### config.mk
export PLATFORM = sky130hd
export DESIGN_NAME = iobus_uart_tx
export DESIGN_NICKNAME = d
export VERILOG_FILES = /design/src/rtl/iobus_uart_tx.sv
export SDC_FILE = /design/constraint.sdc
export NUM_CORES = 1
export LEC_CHECK = 0
export CAP_MARGIN = 20
export CORE_ASPECT_RATIO = 0.7
export CORE_MARGIN = 2
export CORE_UTILIZATION = 40
export DETAILED_ROUTE_END_ITERATION = 10
export HOLD_SLACK_MARGIN = 0.05
export MAX_ROUTING_LAYER = met4
export PLACE_DENSITY = 0.7
export SYNTH_ARGS = -nofsm -noshare
export SYNTH_HDL_FRONTEND = slang
export SYNTH_SLANG_ARGS = --single-unit
export TNS_END_PERCENT = 10
### constraint.sdc
create_clock -name CLK -period 4.38 [get_ports CLK]
set_input_delay 1.095 -clock CLK [delete_from_list [all_inputs] [get_ports CLK]]
set_output_delay 1.095 -clock CLK [all_outputs]
set_load 0.05 [all_outputs]
### src/rtl/iobus_uart_tx.sv
// Memory-mapped 8N1 UART transmitter for the OTTER IOBUS: stores to DATA_AD
// are queued in a FIFO and shifted out LSB first; STAT_AD reports busy/full/overflow.
module iobus_uart_tx #(
  parameter int unsigned CLK_HZ     = 50000000,
  parameter int unsigned BAUD       = 115200,
  parameter int unsigned FIFO_DEPTH = 16,
  parameter logic [31:0] DATA_AD    = 32'h11000060,
  parameter logic [31:0] STAT_AD    = 32'h11000064
) (
  input  logic        CLK,
  input  logic        RST_N,
  input  logic [31:0] IOBUS_ADDR,
  input  logic [31:0] IOBUS_OUT,
  input  logic        IOBUS_WR,
  output logic [31:0] RD_DATA,
  output logic        TX
);

  localparam int unsigned DIV = (CLK_HZ + BAUD / 2) / BAUD;
  localparam int unsigned BW  = (DIV > 1) ? $clog2(DIV) : 1;
  localparam int unsigned PW  = $clog2(FIFO_DEPTH);
  localparam int unsigned CW  = PW + 1;
  localparam logic [BW-1:0] BAUD_LAST = BW'(DIV - 1);
  localparam logic [CW-1:0] DEPTH_C   = CW'(FIFO_DEPTH);

  typedef enum logic [1:0] {
    S_IDLE  = 2'd0,
    S_START = 2'd1,
    S_DATA  = 2'd2,
    S_STOP  = 2'd3
  } state_e;

  state_e          state_q, state_d;
  logic [BW-1:0]   baud_q, baud_d;
  logic [2:0]      bit_q, bit_d;
  logic [7:0]      shift_q, shift_d;
  logic            tx_q, tx_d;
  logic [CW-1:0]   cnt_q, cnt_d;
  logic [PW-1:0]   rd_ptr_q, rd_ptr_d;
  logic [PW-1:0]   wr_ptr_q, wr_ptr_d;
  logic            ovf_q, ovf_d;
  logic [7:0]      mem_q [FIFO_DEPTH];

  logic            full_s, empty_s, wr_data_s, wr_stat_s, push_s, pop_s, ovf_set_s;
  logic            baud_end_s;
  logic [31:0]     stat_s;
  logic            unused_s;

  assign unused_s = ^IOBUS_OUT[31:8];

  // Bus decode and FIFO occupancy flags from the registered count
  always_comb begin
    full_s     = (cnt_q == DEPTH_C);
    empty_s    = (cnt_q == {CW{1'b0}});
    wr_data_s  = IOBUS_WR && (IOBUS_ADDR == DATA_AD);
    wr_stat_s  = IOBUS_WR && (IOBUS_ADDR == STAT_AD);
    push_s     = wr_data_s && !full_s;
    ovf_set_s  = wr_data_s && full_s;
    baud_end_s = (baud_q == BAUD_LAST);
  end

  // Frame sequencer: next state, baud/bit counters, shift register, line level
  always_comb begin
    state_d = state_q;
    baud_d  = baud_q;
    bit_d   = bit_q;
    shift_d = shift_q;
    pop_s   = 1'b0;
    case (state_q)
      S_IDLE: begin
        baud_d = {BW{1'b0}};
        bit_d  = 3'd0;
        if (!empty_s) begin
          pop_s   = 1'b1;
          shift_d = mem_q[rd_ptr_q];
          state_d = S_START;
        end else begin
          state_d = S_IDLE;
        end
      end
      S_START: begin
        if (baud_end_s) begin
          baud_d  = {BW{1'b0}};
          bit_d   = 3'd0;
          state_d = S_DATA;
        end else begin
          baud_d = baud_q + 1'b1;
        end
      end
      S_DATA: begin
        if (baud_end_s) begin
          baud_d  = {BW{1'b0}};
          shift_d = {1'b0, shift_q[7:1]};
          if (bit_q == 3'd7) begin
            state_d = S_STOP;
          end else begin
            bit_d = bit_q + 3'd1;
          end
        end else begin
          baud_d = baud_q + 1'b1;
        end
      end
      S_STOP: begin
        if (baud_end_s) begin
          baud_d = {BW{1'b0}};
          // Chain the next frame directly so there is no idle bit between bytes
          if (!empty_s) begin
            pop_s   = 1'b1;
            shift_d = mem_q[rd_ptr_q];
            state_d = S_START;
          end else begin
            state_d = S_IDLE;
          end
        end else begin
          baud_d = baud_q + 1'b1;
        end
      end
      default: begin
        state_d = S_IDLE;
        baud_d  = {BW{1'b0}};
        bit_d   = 3'd0;
      end
    endcase

    case (state_d)
      S_START: tx_d = 1'b0;
      S_DATA:  tx_d = shift_d[0];
      default: tx_d = 1'b1;
    endcase
  end

  // FIFO pointers, occupancy count and sticky overflow flag
  always_comb begin
    wr_ptr_d = push_s ? (wr_ptr_q + 1'b1) : wr_ptr_q;
    rd_ptr_d = pop_s ? (rd_ptr_q + 1'b1) : rd_ptr_q;
    case ({push_s, pop_s})
      2'b10:   cnt_d = cnt_q + 1'b1;
      2'b01:   cnt_d = cnt_q - 1'b1;
      default: cnt_d = cnt_q;
    endcase
    if (ovf_set_s) begin
      ovf_d = 1'b1;
    end else if (wr_stat_s && IOBUS_OUT[2]) begin
      ovf_d = 1'b0;
    end else begin
      ovf_d = ovf_q;
    end
  end

  // Status word for the wrapper input mux
  always_comb begin
    stat_s = {15'd0, 9'(cnt_q), 4'd0, empty_s, ovf_q, full_s,
              (state_q != S_IDLE) || !empty_s};
    if (IOBUS_ADDR == STAT_AD) begin
      RD_DATA = stat_s;
    end else begin
      RD_DATA = 32'h0000_0000;
    end
  end

  // Control state; reset idles the line high at once
  always_ff @(posedge CLK or negedge RST_N) begin
    if (!RST_N) begin
      state_q  <= S_IDLE;
      baud_q   <= {BW{1'b0}};
      bit_q    <= 3'd0;
      shift_q  <= 8'h00;
      tx_q     <= 1'b1;
      cnt_q    <= {CW{1'b0}};
      rd_ptr_q <= {PW{1'b0}};
      wr_ptr_q <= {PW{1'b0}};
      ovf_q    <= 1'b0;
    end else begin
      state_q  <= state_d;
      baud_q   <= baud_d;
      bit_q    <= bit_d;
      shift_q  <= shift_d;
      tx_q     <= tx_d;
      cnt_q    <= cnt_d;
      rd_ptr_q <= rd_ptr_d;
      wr_ptr_q <= wr_ptr_d;
      ovf_q    <= ovf_d;
    end
  end

  // FIFO storage; stale entries are unreachable once the count is cleared
  always_ff @(posedge CLK) begin
    if (push_s) begin
      mem_q[wr_ptr_q] <= IOBUS_OUT[7:0];
    end
  end

  assign TX = tx_q;

endmodule

# Word level (Yosys, flattened, before mapping)

Memory sizes are Yosys's and may differ from the RTL's.
Cells that the tools add are included.

Register bits: 37
Memory bits (writable): 128
Bits of input ports: 67
Output and inout port bits: 33
Word-level logic and storage cells: 77
Memories: 1

Add/subtract/negate cells: 6
Equal/unequal tests: 16
Multiplexer cells: 26
Reductions and logical operators: 18

Memory list:

| name  | depth | width | rd ports | clocked after Yosys merged registers in | write ports | line | source |
|---|---|---|---|---|---|---|---|
| mem_q | 16    | 8     | 1        | 0                                       | 1           | 42   | `logic [7:0] mem_q [FIFO_DEPTH];` |

Operators with widths:

| cell                                            | number |
|---|---|
| == test 32 x 29 -> 1 bit, second input constant | 2 |
| two-way mux 8 bit                               | 3 |
| case mux 8 bit (3 select lines)                 | 1 |
| case mux 9 bit (2 select lines)                 | 1 |
| two-way mux 13 bit                              | 1 |
| case mux 5 bit (2 select lines)                 | 1 |
| adder 9 x 1 -> 9 bit, second input constant     | 1 |
| == test 9 bit, second input constant            | 1 |
| two-way mux 3 bit                               | 3 |
| two-way mux 9 bit                               | 1 |
| case mux 3 bit (3 select lines)                 | 1 |
| adder 4 x 1 -> 4 bit, second input constant     | 2 |
| == test 2 bit, second input constant            | 4 |
| two-way mux 2 bit                               | 4 |
| inequality test 2 bit, second input constant    | 4 |
| case mux 2 bit (4 select lines)                 | 1 |
| two-way mux 1 bit                               | 7 |
| == test 2 x 1 -> 1 bit, second input constant   | 3 |
| nonzero test 2 bit                              | 3 |
| nonzero test 3 bit                              | 2 |
| adder 5 x 1 -> 5 bit, second input constant     | 1 |
| == test 5 bit, second input constant            | 1 |
| logical AND 1 bit                               | 5 |
| logical NOT 5 bit                               | 1 |
| 10 further kinds                                | 12 |

# Depth between registers and ports, before layout

Word-level depth: 6
Gate-level depth with buffers: 12
Depth with buffers taken out: 12

# Worst setup path before layout

Ideal clock, no wire load.

Path kind: input-to-output
Start point: in IOBUS_ADDR[22]
End point: out RD_DATA[0]
Data arrival time: 3.061 ns
Required time: 3.285 ns
Setup slack: 0.224 ns
Stages: 5
Path buffers: 1
Cells stage by stage: nor4b_1 -> and4_1 -> and3_1 -> clkbuf_1 -> a21boi_0

Word-level cells in the longest chain between the ends: 2

Ends and longest elaborated chain:

| item                     | line | source |
|---|---|---|
| start: declaration       | 12   | `input logic [31:0] IOBUS_ADDR,` |
| == test 32 x 29 -> 1 bit | 154  | `if (IOBUS_ADDR == STAT_AD) begin` |
| two-way mux 13 bit       | 154  |  |
| end: declaration         | 15   | `output logic [31:0] RD_DATA,` |

No other way between the ends.

# Worst setup path in the final report

Start point: in IOBUS_ADDR[6]
End point: out RD_DATA[0]

The elaborated chain is that of the path after synthesis.

==> metrics <==
startpoint class of the critical path input pin; failing checks design-rule violations; Final Cycle Share 0.916; ANT nets after route 0; worst hold path class reg2reg; TritonCTS clock tree yes; Port Buffers between 50 and 60; DR vias/cell 5.34; routed len/inst between 15 and 20 um; Num Clock Sinks 165; CP max-delay cell clkdlybuf4s50_1; share of cells above drive strength 1 0.191; Clk pin slew, worst setup/hold paths 0.06 ns; Cell Area, Synth 0.00749 sq mm; crit-path max cell delay 0.45 ns; DRC viols 6; crit path cell chain clkdlybuf4s50_1 > nor4bb_1 > and4_1 > and3_1 > a21boi_0 > buf_12; final hold viol count 0; vias in the first global route about 4.3k; # Max-Cap Violations 0; synth top area cells edfxtp_1 51%, dfrtp_1 12%, mux4_2 8.1%; clock latency on the worst-skew pair 0.43 ns; final global-route overflow total 0; flops & latches, synth 165; Die Area 0.0198 sq mm; GRT busiest layer met2; Pins Over Slew Limit 0; CP Class in2out; Total GRT Usage 0.157; Root Driver clkbuf_16; Die Width roughly 170 um; post-cts sizing count 0; final WL 14.5 mm; Post-CTS Repair Setup Buffers 0; Slew @ Worst Pin 1.10 ns; Layout area overhead 18.1%; met1 global-route usage 0.216; Setup TNS Final 0 ns; CTS hold repair buffers 0; post-synthesis cell count 471; met3 Use GR 0.0271; Tmin final 4.01 ns; Cells after DPL 754; # diodes 0; Max Clk Rate 249 MHz; CP max FO 9; Die Span Y ~120 um; Place WS between 0.3 and 0.4 ns; Worst Setup Slack, final roughly 0.37 ns; met2 Usage GRT 0.245; antenna violations before repair 0; total core area between 0.015 and 0.02 sq mm; Synth top area share 0.513; final hold slack between 0.5 and 0.6 ns; main flop type after synthesis edfxtp_1; Via Count 4196; GP Congestion 0.763; Final Skew 0.0122 ns; initial DRC count 409; Seq/Total Area, Yosys 0.637; row count 41; Finish-stage setup viols 0; Cell variety after synth 63; YS warnings 0; Buf/Inv on CP 2; largest net degree at the start of global routing 38; CTS Buffer Depth 2; power density over cell area 370 mW/mm^2; final core utilization 0.487; Worst Path Arrival about 3 ns; P_leak 0.00319 uW; worst rel slew slack 0.267; number of flops mapped to enable cells by yosys 128; status finished with violations; async set-reset flop share out of synthesis 0.224; Avg Cell Area, Syn approximately 16 sq um; most frequent cell after synthesis edfxtp_1; Net count, final 624; Inserted Clock Buffers 17; initial core utilization 0.412; Worst Setup End Kind output port; io pins 100; commonest cells in the netlist 128 x edfxtp_1, 36 x dfrtp_1, 27 x mux4_2; global-route wire length before repair 23.2 mm; Detailed Place HPWL 9.84 mm; worst endpoint required time 3.28 ns; H-Tree Depth 4; leading area contributor after synthesis edfxtp_1; non-filler cells, final 786; CP delay by family, top simple AND/OR/NAND/NOR gates; Peak VDD IR 195 uV; Detailed Routing Iterations Pass 1 8; RSZ-0062 raised after global routing false
[report_power, final]
| group | switching (uW) | leakage, uW | internal [uW] |
|---|---|---|---|
| sequential | 18.0 | 0.00165 | 1720 |
| clock | 638 | 0.000272 | 741 |
| combinational | 89.8 | 0.00127 | 64.5 |
[area by class of cell]
type	instances	area, sq um
clock buffers	17	425
clock inverters	15	119
fillers	1514	9320
inverters	17	63.8
multi-input cells	266	2430
flip-flops and latches	165	4770
well taps	236	295
repair buffers	70	741
[worst register-to-register path, stage by stage (launching register included)]
cell and delay [ns]:
dfrtp_1 0.46, or4_4 0.61, nor2_2 0.27, nor3_2 0.15, ha_1 0.31, fa_1 0.44
a21o_1 0.19, a21oi_1 0.16, xor2_1 0.16, nor2_1 0.07, xor2_1 0.14
[layer usage]
layer / wire, um / vias to the layer above / share of wire
met1: 6750 / 2127 / 0.46
met3: 773 / 13 / 0.053
met5: 0 / - / 0
met4: 110 / 0 / 0.0076
met2: 6900 / 158 / 0.47
li1: - / 1898 / -
[sequential cells by signal, summed over array words and instances (netlist names)]
name      count
shift_q       8
baud_q        9
cnt_q         5
state_q       2
rd_ptr_q      4
bit_q         3
TX            1
ovf_q         1
mem_q       128
wr_ptr_q      4
[stage by stage]
| step | total power, uW | cell area, sq um |
|---|---|---|
| 5_1_grt | 3370 | 8840 |
| 3_5_place_dp | 1920 | 8300 |
| 2_1_floorplan | 1870 | 7570 |
| 6_report | 3270 | 8840 |
| 3_3_place_gp | 1920 | 8300 |
| 4_1_cts | 3290 | 8840 |
[placed cells by master (no fill, tap or decap), types with 7 or more instances in the layout]
cell type,instances
nor2_1,22
clkdlybuf4s50_1,42
clkbuf_16,17
edfxtp_1,128
buf_4,18
nor4_1,14
a21oi_1,12
inv_1,16
ha_1,19
mux2i_1,9
mux4_2,27
nand2_1,12
buf_12,9
xnor2_1,12
conb_1,23
a221o_1,7
and2_1,14
dfrtp_1,35
nor2b_1,13
[logic make-up (layout without fill, tap and decap cells)]
family                   Yosys count  after routing  synth area share
AO/OA/AOI/OAI                     54             54            0.0583
XOR/XNOR                          18             18            0.0211
adder cells (fa/ha/maj)           20             20            0.0344
buffers and inverters             62            119            0.0500
flip-flops                       165            165             0.637
multiplexers                      44             44             0.115
other                              1             23          0.000501
AND/OR/NAND/NOR                  107            107            0.0834
[worst paths after layout]
kind	start	to	slack, ns	cells after the start
max	IOBUS_ADDR[6]	RD_DATA[0]	0.37	6
min reg2reg	shift_q[5]	shift_q[4]	0.51	1
min in group asynchronous	RST_N	baud_q[7]	0.77	1
max in group asynchronous	RST_N	rd_ptr_q[0]	3.01	1
max reg2reg	cnt_q[0]	cnt_q[4]	1.30	10
min	shift_q[5]	shift_q[4]	0.51	1
Power figures use the tool's default switching activity.
